[config.mk]
export PLATFORM = sky130hd
export DESIGN_NAME = uart_rx_byte
export DESIGN_NICKNAME = d
export VERILOG_FILES = /design/src/rtl/uart_pkg.sv /design/src/rtl/uart_baud_tick.sv /design/src/rtl/uart_rx_byte.sv
export SDC_FILE = /design/constraint.sdc
export NUM_CORES = 1
export LEC_CHECK = 0
export BUFFER_PORTS_ARGS = -buffer_cell sky130_fd_sc_hd__buf_4
export CAP_MARGIN = 20
export CELL_PAD_IN_SITES_DETAIL_PLACEMENT = 0
export CELL_PAD_IN_SITES_GLOBAL_PLACEMENT = 1
export CORE_ASPECT_RATIO = 1.1
export CORE_MARGIN = 1
export CORE_UTILIZATION = 41
export DETAILED_ROUTE_END_ITERATION = 10
export PLACE_DENSITY_LB_ADDON = 0.3
export SYNTH_ARGS = -nofsm -noshare
export SYNTH_HDL_FRONTEND = slang
export SYNTH_HIERARCHICAL = 1
export SYNTH_SLANG_ARGS = --single-unit
[constraint.sdc]
create_clock -name I_sys_clk -period 1.4 [get_ports I_sys_clk]
set_input_delay 0.07 -clock I_sys_clk [delete_from_list [all_inputs] [get_ports I_sys_clk]]
set_output_delay 0.07 -clock I_sys_clk [all_outputs]
set_load 0.1 [all_outputs]
[src/rtl/uart_pkg.sv]
// Shared UART definitions: receiver state encoding, command ASCII codes
// used by the downstream decoder, and the tick-divider/majority helpers.
package uart_pkg;

  localparam logic [2:0] S_IDLE      = 3'd0;
  localparam logic [2:0] S_START     = 3'd1;
  localparam logic [2:0] S_DATA      = 3'd2;
  localparam logic [2:0] S_PARITY    = 3'd3;
  localparam logic [2:0] S_STOP      = 3'd4;
  localparam logic [2:0] S_WAIT_HIGH = 3'd5;

  typedef enum logic [2:0] {
    IDLE      = S_IDLE,
    START     = S_START,
    DATA      = S_DATA,
    PARITY    = S_PARITY,
    STOP      = S_STOP,
    WAIT_HIGH = S_WAIT_HIGH
  } rx_state_e;

  localparam logic [7:0] CMD_A = 8'h61;
  localparam logic [7:0] CMD_W = 8'h77;
  localparam logic [7:0] CMD_S = 8'h73;
  localparam logic [7:0] CMD_D = 8'h64;
  localparam logic [7:0] CMD_B = 8'h62;
  localparam logic [7:0] CMD_N = 8'h6E;
  localparam logic [7:0] CMD_M = 8'h6D;

  function automatic int unsigned calc_div(input int unsigned clk_hz,
                                           input int unsigned baud,
                                           input int unsigned os);
    return clk_hz / (baud * os);
  endfunction

  function automatic logic maj3(input logic a, input logic b, input logic c);
    return (a & b) | (a & c) | (b & c);
  endfunction

endpackage

[src/rtl/uart_baud_tick.sv]
// Free-running oversample tick generator: one-cycle tick every DIV clocks.
module uart_baud_tick #(
  parameter int unsigned DIV = 54
) (
  input  logic clk_i,
  input  logic rst_i,
  output logic tick_o
);
  localparam int unsigned CW = (DIV > 1) ? $clog2(DIV) : 1;
  localparam logic [CW-1:0] LAST = CW'((DIV > 0) ? DIV - 1 : 0);

  logic [CW-1:0] cnt_q, cnt_d;
  logic          tick_q, tick_d;

  always_comb begin
    tick_d = (cnt_q == LAST);
    if (cnt_q == LAST) begin
      cnt_d = '0;
    end else begin
      cnt_d = cnt_q + CW'(1);
    end
  end

  always_ff @(posedge clk_i) begin
    if (rst_i) begin
      cnt_q  <= '0;
      tick_q <= 1'b0;
    end else begin
      cnt_q  <= cnt_d;
      tick_q <= tick_d;
    end
  end

  assign tick_o = tick_q;

endmodule

[src/rtl/uart_rx_byte.sv]
// Oversampling UART receiver: reassembles 8N1 frames into bytes with one-cycle
// valid/error strobes. Define UART_RX_PARITY_EN for 8E1 frames and a live o_parity_error.
module uart_rx_byte
  import uart_pkg::*;
#(
  parameter int unsigned CLK_FREQ_HZ = 100_000_000,
  parameter int unsigned BAUD_RATE   = 115200,
  parameter int unsigned OVERSAMPLE  = 16
) (
  input  logic       I_sys_clk,
  input  logic       I_rst,
  input  logic       I_rx,
  output logic [7:0] o_read_data,
  output logic       o_read_data_valid,
  output logic       o_frame_error,
  output logic       o_parity_error
);
  localparam int unsigned DIV = calc_div(CLK_FREQ_HZ, BAUD_RATE, OVERSAMPLE);
  localparam int unsigned TW  = $clog2(OVERSAMPLE);
  localparam logic [TW-1:0] T_S0  = TW'(OVERSAMPLE / 2 - 1);
  localparam logic [TW-1:0] T_S1  = TW'(OVERSAMPLE / 2);
  localparam logic [TW-1:0] T_S2  = TW'(OVERSAMPLE / 2 + 1);
  localparam logic [TW-1:0] T_END = TW'(OVERSAMPLE - 1);

  logic          rx_meta_q, rx_sync_q, tick_s;
  rx_state_e     state_q, state_d, after_data_s;
  logic [TW-1:0] tcnt_q, tcnt_d;
  logic [2:0]    bcnt_q, bcnt_d;
  logic [7:0]    shift_q, shift_d, data_q, data_d;
  logic [1:0]    smp_q, smp_d;
  logic          valid_q, valid_d, ferr_q, ferr_d;
  logic          maj_s, mid_s, end_s, busy_s;
`ifdef UART_RX_PARITY_EN
  logic          par_bad_q, par_bad_d, perr_q, perr_d;
  assign after_data_s = PARITY;
`else
  assign after_data_s = STOP;
`endif

  uart_baud_tick #(.DIV((DIV > 0) ? DIV : 1)) u_tick (
    .clk_i  (I_sys_clk),
    .rst_i  (I_rst),
    .tick_o (tick_s)
  );

  // Majority is resolved on the third centre tick, using the two stored samples.
  assign maj_s  = maj3(smp_q[0], smp_q[1], rx_sync_q);
  assign mid_s  = tick_s && (tcnt_q == T_S2);
  assign end_s  = tick_s && (tcnt_q == T_END);
  assign busy_s = (state_q == START) || (state_q == DATA) ||
                  (state_q == PARITY) || (state_q == STOP);

  always_comb begin
    state_d = state_q;
    bcnt_d  = bcnt_q;
    shift_d = shift_q;
    data_d  = data_q;
    smp_d   = smp_q;
    valid_d = 1'b0;
    ferr_d  = 1'b0;
`ifdef UART_RX_PARITY_EN
    par_bad_d = par_bad_q;
    perr_d    = 1'b0;
`endif
    if (!busy_s) begin
      tcnt_d = '0;
    end else if (tick_s) begin
      tcnt_d = (tcnt_q == T_END) ? '0 : tcnt_q + TW'(1);
    end else begin
      tcnt_d = tcnt_q;
    end
    if (busy_s && tick_s && (tcnt_q == T_S0)) begin
      smp_d[0] = rx_sync_q;
    end else if (busy_s && tick_s && (tcnt_q == T_S1)) begin
      smp_d[1] = rx_sync_q;
    end else begin
      smp_d = smp_q;
    end

    case (state_q)
      IDLE: begin
        bcnt_d = 3'd0;
`ifdef UART_RX_PARITY_EN
        par_bad_d = 1'b0;
`endif
        state_d = rx_sync_q ? IDLE : START;
      end
      START: begin
        if (mid_s && maj_s) state_d = IDLE;
        else if (end_s)     state_d = DATA;
        else                state_d = START;
      end
      DATA: begin
        if (mid_s) shift_d = {maj_s, shift_q[7:1]};
        else       shift_d = shift_q;
        if (end_s) begin
          bcnt_d  = bcnt_q + 3'd1;
          state_d = (bcnt_q == 3'd7) ? after_data_s : DATA;
        end else begin
          state_d = DATA;
        end
      end
`ifdef UART_RX_PARITY_EN
      PARITY: begin
        if (mid_s) par_bad_d = ^{shift_q, maj_s};
        else       par_bad_d = par_bad_q;
        state_d = end_s ? STOP : PARITY;
      end
`endif
      STOP: begin
        if (mid_s && maj_s) begin
`ifdef UART_RX_PARITY_EN
          if (par_bad_q) begin
            perr_d = 1'b1;
          end else begin
            valid_d = 1'b1;
            data_d  = shift_q;
          end
`else
          valid_d = 1'b1;
          data_d  = shift_q;
`endif
          state_d = IDLE;
        end else if (mid_s) begin
          ferr_d  = 1'b1;
          state_d = WAIT_HIGH;
        end else begin
          state_d = STOP;
        end
      end
      WAIT_HIGH: state_d = rx_sync_q ? IDLE : WAIT_HIGH;
      default:   state_d = IDLE;
    endcase
  end

  always_ff @(posedge I_sys_clk) begin
    if (I_rst) begin
      rx_meta_q <= 1'b1;
      rx_sync_q <= 1'b1;
      state_q   <= IDLE;
      tcnt_q    <= '0;
      bcnt_q    <= 3'd0;
      shift_q   <= 8'h00;
      data_q    <= 8'h00;
      smp_q     <= 2'b00;
      valid_q   <= 1'b0;
      ferr_q    <= 1'b0;
    end else begin
      rx_meta_q <= I_rx;
      rx_sync_q <= rx_meta_q;
      state_q   <= state_d;
      tcnt_q    <= tcnt_d;
      bcnt_q    <= bcnt_d;
      shift_q   <= shift_d;
      data_q    <= data_d;
      smp_q     <= smp_d;
      valid_q   <= valid_d;
      ferr_q    <= ferr_d;
    end
  end

`ifdef UART_RX_PARITY_EN
  always_ff @(posedge I_sys_clk) begin
    if (I_rst) begin
      par_bad_q <= 1'b0;
      perr_q    <= 1'b0;
    end else begin
      par_bad_q <= par_bad_d;
      perr_q    <= perr_d;
    end
  end
  assign o_parity_error = perr_q;
`else
  assign o_parity_error = 1'b0;
`endif

  assign o_read_data       = data_q;
  assign o_read_data_valid = valid_q;
  assign o_frame_error     = ferr_q;

endmodule

==> impl_metrics.yaml, run 1 <==
clock_tree:
  cts_root_buf: "clkbuf_8"
  worst_skew_pair.late_latency_ns: 0.30
  cts_max_path_buffers: 2
  path_clk_slew_ns: 0.08
  cts_sinks: 39
  cts_tree: "yes"
  cts_buffers: 5
  cts_max_level: 2
global_route:
  gr-usage-met1: 0.2114
  grt_max_degree: 28
  grt_pass1_vias: 1363
  use_met2: 0.2864
  busiest_layer: "met2"
  use_met3: 0.04777
  antenna_found_initial: 0
  grt_util_all_layers: 0.1748
  grt_pass1_wl_um: 6285
  grt-ovfl-total: 0
die:
  io_pins: 14
  start_util: 0.4248
  die_h_um: 71.89
  core_um2: 4285
  fp-row-count: 25
  die_area_um2: 4711
  die_x_um: 65.54
critical_path:
  reg2reg_from: "tcnt_q[1]$_SDFFE_PP0P_"
  cp-end-kind: "flop"
  cp_cell_sequence: "inv_4 > ha_4 > and4b_2 > and3_4 > buf_12 > mux2i_1"
  cp_top_family: "simple AND/OR/NAND/NOR gates"
  path_buf_inv: 2
  r2r_end: "o_read_data[7]$_SDFFE_PP0P_"
  ff2ff_setup_slack_ns: 0.02
  path_class: "flop to flop"
  reg2reg_depth: 6
  startpoint_type: "flop"
  cp.arrival_ns: 1.61
  cp.required_ns: 1.63
  worstPathMaxFanout: 8
  cpMaxStageDelayCell: "dfxtp_4"
  worst_path_largest_cell_delay_ns: 0.37
pwr:
  ir_drop_mv: 0.4826
  p_leak_nw: 0.8203
  power_density_nw_per_um2: 924.9
timing:
  clock_skew_ns: 0.01090
  worst_slack_ns: 0.02074
  min_period_ns: 1.379
  finalHoldViolations: 0
  whs_ns: 0.04176
  rsz0062_at_grt: "yes"
  drv_slew: 0
  clock.fmax_ghz: 0.7250
  setup_viol: 0
  period_share: 0.9852
logic_synthesis:
  syn_inst: 189
  syn_area_per_cell_um2: 9.632
  yosysTopAreaCell: "dfxtp_1"
  syn_area_um2: 1820
  yosys_warnings: 6
  synth_flop_cell: "dfxtp_1"
  syn-num-nets: 199
  ys_types: 44
  synth.most_common_cell: "dfxtp_1"
  synth_top_area_share: 0.4289
  synth_edf_count: 0
  postSynth.asyncResetShare: 0
  synthTopCellsByCount: "dfxtp_1, nand2b_1, nand3_1"
  synthTopCellsByArea: "dfxtp_1, nand2b_1, mux2i_1"
  synth_seq_cells: 39
  yosysSeqAreaShare: 0.4289
finish:
  register_area_um2: 792.0
  drive_gt1_frac: 0.2995
  num_antenna_cells: 0
  final_area_um2: 2237
  fin_nets: 226
  final_util: 0.5220
  multi_input_area_um2: 989.7
  area_growth_syn_to_layout_pct: 22.89
  n_fill_cell: 383
drt:
  drt_wl_total_um: 3630
  drt-initial-drc-count: 68
  drc: 0
  postRouteAntennaNets: 0
  wire_per_inst_um: 13.39
  firstDrtPassIters: 4
  vias: 1398
  vias_per_cell: 5.159
hold_path:
  min_path_type: "primary input to flop"
  hold_end: "state_q[1]$_SDFF_PP0_"
  whs_path_depth: 2
  hold_start: "I_rst"
placed_design:
  place_hpwl_um: 2436
  gp_congestion: 0.7066
  dp_slack_ns: -0.06061
  place_area_um2: 2026
  port_buffers: 12
outcome:
  outcome: "completed"
flow_run:
  maxCapViolCount: 0
[layout by cell type (no fill, tap or decap), types with 2 or more instances in the layout]
master,netlist,final
mux2i_1,11,11
dfxtp_4,0,2
dfxtp_2,0,3
ha_1,7,5
nor3_1,3,3
nor2_1,9,9
and4b_1,3,2
clkbuf_8,0,7
dfxtp_1,39,34
a211oi_2,2,2
inv_1,5,4
buf_4,3,31
xnor2_1,2,2
or3_1,4,3
nand2b_1,23,23
o2bb2ai_1,3,3
xor2_1,4,4
a21oi_1,10,10
o21ai_0,9,8
or2_2,2,2
nand4_1,2,2
nand2_1,2,2
ha_4,0,2
nor4_2,2,2
nand3_1,15,15
[power breakdown]
group | leakage [nW] | internal [mW] | switching [mW]
Combinational | 0.451 | 0.0407 | 0.0475
Sequential | 0.318 | 1.12 | 0.0165
Clock | 0.0505 | 0.448 | 0.400
[area by class of cell]
type / instances / share of cell area
Sequential cell: 39 / 0.3540
Multi-Input combinational cell: 132 / 0.4424
Timing Repair Buffer: 33 / 0.1174
Clock buffer: 7 / 0.04306
Clock inverter: 1 / 0.003356
Tap cell: 54 / 0.03020
Inverter: 5 / 0.009508
[routing by layer]
metal	vias up	wire [um]
met1	665	1690
met4	0	65
met5	-	0
met2	14	1787
met3	6	86
li1	713	-
[flip-flops by register name, indices dropped and copies added (netlist names)]
| name | flops |
|---|---|
| state_q | 3 |
| u_tick/tick_o | 1 |
| shift_q | 8 |
| o_frame_error | 1 |
| rx_sync_q | 1 |
| o_read_data_valid | 1 |
| o_read_data | 8 |
| bcnt_q | 3 |
| smp_q | 2 |
| rx_meta_q | 1 |
| tcnt_q | 4 |
| u_tick/cnt_q | 6 |
[kinds of logic (layout without fill, tap and decap cells)]
| group | count (synthesis) | in the layout | share of synthesized area |
|---|---|---|---|
| mux | 11 | 11 | 0.06048 |
| flops | 39 | 39 | 0.4289 |
| simple gates | 75 | 75 | 0.2577 |
| fa+ha+maj | 8 | 8 | 0.05429 |
| xor+xnor | 6 | 6 | 0.02887 |
| buf+inv | 18 | 46 | 0.05773 |
| compound gates | 31 | 31 | 0.1100 |
| other cells | 1 | 1 | 0.002060 |
[through the flow]
stage	TNS [ns]	cells	total power [mW]
4_1_cts	-0.03329	269	2.087
6_report	0	271	2.069
3_3_place_gp	0	258	1.240
2_1_floorplan	0	189	1.222
3_5_place_dp	-0.4727	258	1.244
5_1_grt	-0.3623	271	2.137
[repair_timing]
| action | 4_1_cts | 5_1_grt |
|---|---|---|
| buffers inserted | 2 | 2 |
| endpoints found under the hold margin | 1 | 0 |
| pin swaps | 1 | 4 |
| endpoints found under the setup margin | 12 | 24 |
| hold buffers | 1 | 0 |
| resized for setup | 7 | 13 |
[worst max path at each step]
stage / depth (start not counted) / startpoint / slack, ns / to
final: 6 / tcnt_q[1]$_SDFFE_PP0P_ / 0.02 / o_read_data[7]$_SDFFE_PP0P_
after global routing: 6 / tcnt_q[1]$_SDFFE_PP0P_ / -0.05 / o_read_data[0]$_SDFFE_PP0P_
after CTS: 6 / tcnt_q[0]$_SDFFE_PP0P_ / -0.02 / bcnt_q[2]$_SDFFE_PP0P_
after detailed placement: 6 / tcnt_q[1]$_SDFFE_PP0P_ / -0.06 / o_read_data[0]$_SDFFE_PP0P_
after global placement: 6 / tcnt_q[1]$_SDFFE_PP0P_ / 0.02 / o_read_data[3]$_SDFFE_PP0P_
after floorplan: 6 / tcnt_q[1]$_SDFFE_PP0P_ / 0.03 / state_q[0]$_SDFF_PP0_
Power figures use the tool's default switching activity.
==> run 2, diff against run 1 <==
--- a/config.mk
+++ b/config.mk
@@ -7,11 +7,9 @@
 export LEC_CHECK = 0
 export BUFFER_PORTS_ARGS = -buffer_cell sky130_fd_sc_hd__buf_4
 export CAP_MARGIN = 20
-export CELL_PAD_IN_SITES_DETAIL_PLACEMENT = 0
-export CELL_PAD_IN_SITES_GLOBAL_PLACEMENT = 1
 export CORE_ASPECT_RATIO = 1.1
 export CORE_MARGIN = 1
-export CORE_UTILIZATION = 41
+export CORE_UTILIZATION = 53
 export DETAILED_ROUTE_END_ITERATION = 10
 export PLACE_DENSITY_LB_ADDON = 0.3
 export SYNTH_ARGS = -nofsm -noshare
==> run 2 against run 1 <==
Compared with the run above: the run now ends with DRC, setup timing left; sequential share of layout area increased by 1.1 points; register-to-register slack got worse by 0.03 ns; clock skew decreased by 0.0074 ns; critical path depth unchanged; global-route usage increased by 3.3 points; via count increased by 1.7%; maximum frequency decreased by 1.9%; worst hold slack got worse by 0.0074 ns; largest cell class unchanged.
==> impl_metrics.yaml, run 2 (synthesis results as in run 1) <==
timing:
  whs_ns: 0.03439
  period_share: 1.004
  finalHoldViolations: 0
  clock_skew_ns: 0.003471
  min_period_ns: 1.405
  rsz0062_at_grt: "yes"
  clock.fmax_ghz: 0.7116
  drv_slew: 0
  worst_slack_ns: -0.005294
  setup_viol: 2
global_route:
  grt_util_all_layers: 0.2075
  grt_pass1_wl_um: 5906
  grt-ovfl-total: 0
  grt_pass1_vias: 1383
  grt_max_degree: 23
  antenna_found_initial: 0
critical_path:
  cp-end-kind: "flop"
  worst_path_largest_cell_delay_ns: 0.38
  cp_cell_sequence: "inv_4 > ha_4 > and4b_2 > and3_4 > buf_6 > mux2i_1"
  cpMaxStageDelayCell: "dfxtp_4"
  worstPathMaxFanout: 4
  cp.required_ns: 1.67
  reg2reg_from: "tcnt_q[1]$_SDFFE_PP0P_"
  path_class: "flop to flop"
  startpoint_type: "flop"
  cp.arrival_ns: 1.68
  ff2ff_setup_slack_ns: -0.005
  r2r_end: "o_read_data[4]$_SDFFE_PP0P_"
  reg2reg_depth: 6
pwr:
  seqPwrFrac: 0.644
  ir_drop_mv: 0.7174
  switching_share: 0.2308
  clockPowerShare: 0.307
  p_leak_nw: 0.8072
  power_density_nw_per_um2: 812.6
  switchingPower_mw: 0.4055
  combPwrFrac: 0.049
  p_int_mw: 1.351
clock_tree:
  path_clk_slew_ns: 0.10
  cts_tree: "yes"
  cts_max_path_buffers: 2
  worst_skew_pair.late_latency_ns: 0.34
  cts_max_level: 2
  cts_buffers: 5
  cts_sinks: 39
  cts_root_buf: "clkbuf_4"
drt:
  postRouteAntennaNets: 0
  drc: 1
  drt-initial-drc-count: 48
  vias: 1422
  drt_wl_total_um: 3497
  wire_per_inst_um: 13.82
  vias_per_cell: 5.621
  firstDrtPassIters: 7
hold_path:
  min_path_type: "primary input to flop"
  hold_start: "I_rst"
  hold_end: "state_q[1]$_SDFF_PP0_"
  whs_path_depth: 2
finish:
  final_cell_mix: "dfxtp_1, buf_4, nand2b_1, nand3_1, mux2i_1"
  register_area_um2: 789.5
  area_growth_syn_to_layout_pct: 18.76
  final_cells: 253
  drive_gt1_frac: 0.2831
  n_fill_cell: 240
  multi_input_area_um2: 982.2
  fin_nets: 228
  final_common_cell: "dfxtp_1"
  num_antenna_cells: 0
die:
  die_area_um2: 3674
  core_um2: 3153
  fp-row-count: 21
  die_h_um: 63.47
  io_pins: 14
  die_x_um: 57.88
  start_util: 0.5774
placed_design:
  dp_slack_ns: -0.07975
  place_hpwl_um: 2429
  port_buffers: 12
  gp_congestion: 0.8093
  placed_cells_incl_taps: 242
outcome:
  outcome: "finished with violations"
  violations: "DRC, setup timing"
flow_run:
  maxCapViolCount: 0
==> run 2: layout make-up <==
class / count / area share
tap: 34 / 0.01968
inverter: 5 / 0.009838
sequential: 39 / 0.3652
multi-input combinational: 132 / 0.4543
timing repair buffer: 35 / 0.1279
clock buffer: 7 / 0.02083
clock inverter: 1 / 0.002315
==> run 2: power by group through the flow <==
stage / Sequential [mW] / Clock [mW] / Combinational [mW]
after global routing: 1.13 / 0.597 / 0.0937
final: 1.13 / 0.539 / 0.0860
after global placement: 1.16 / 0 / 0.0797
after CTS: 1.14 / 0.553 / 0.0860
after floorplan: 1.15 / 0 / 0.0672
after detailed placement: 1.16 / 0 / 0.0831
==> run 2: metrics by stage <==
stage               power [mW]  utilization  instance area [um2]   TNS (ns)
floorplan                1.222            -                 1822          0
global placement         1.240       0.6401                 2018          0
detailed placement       1.244       0.6401                 2018    -0.4312
CTS                      1.775       0.6702                 2113          0
global route             1.824       0.6857                 2162    -0.4292
finish                   1.757       0.6857                 2162  -0.006720
==> run 2: worst max-delay path by stage <==
stage | startpoint | end | slack, ns
after CTS | tcnt_q[0]$_SDFFE_PP0P_ | bcnt_q[1]$_SDFFE_PP0P_ | 0.002
final | tcnt_q[1]$_SDFFE_PP0P_ | o_read_data[4]$_SDFFE_PP0P_ | -0.005
after detailed placement | tcnt_q[1]$_SDFFE_PP0P_ | o_read_data[4]$_SDFFE_PP0P_ | -0.08
after global placement | tcnt_q[1]$_SDFFE_PP0P_ | o_read_data[1]$_SDFFE_PP0P_ | 0.0001
after floorplan | tcnt_q[1]$_SDFFE_PP0P_ | state_q[0]$_SDFF_PP0_ | 0.03
after global routing | tcnt_q[1]$_SDFFE_PP0P_ | o_read_data[3]$_SDFFE_PP0P_ | -0.06
==> run 2: what timing repair did <==
item / in CTS / in global routing
resized for setup: 8 / 11
hold endpoints to repair: 1 / 0
endpoints found under the setup margin: 8 / 20
pin swaps: 0 / 3
hold buffers: 1 / 0
buffers inserted: 1 / 1
==> run 2: layer usage <==
layer  part of all wire  track usage  vias up
met2               0.51       0.3448       26
met4              0.013      0.08631        0
met5                  0            0        -
met1               0.44       0.2490      672
met3              0.039      0.05544        6
li1                   -            -      718
==> run 2: worst max-delay path: cells and delay by family (launching register included) <==
family	cells	cell delay, ns
fa+ha+maj	1	0.11
mux	1	0.19
flops	1	0.38
buf+inv	2	0.18
simple gates	2	0.48
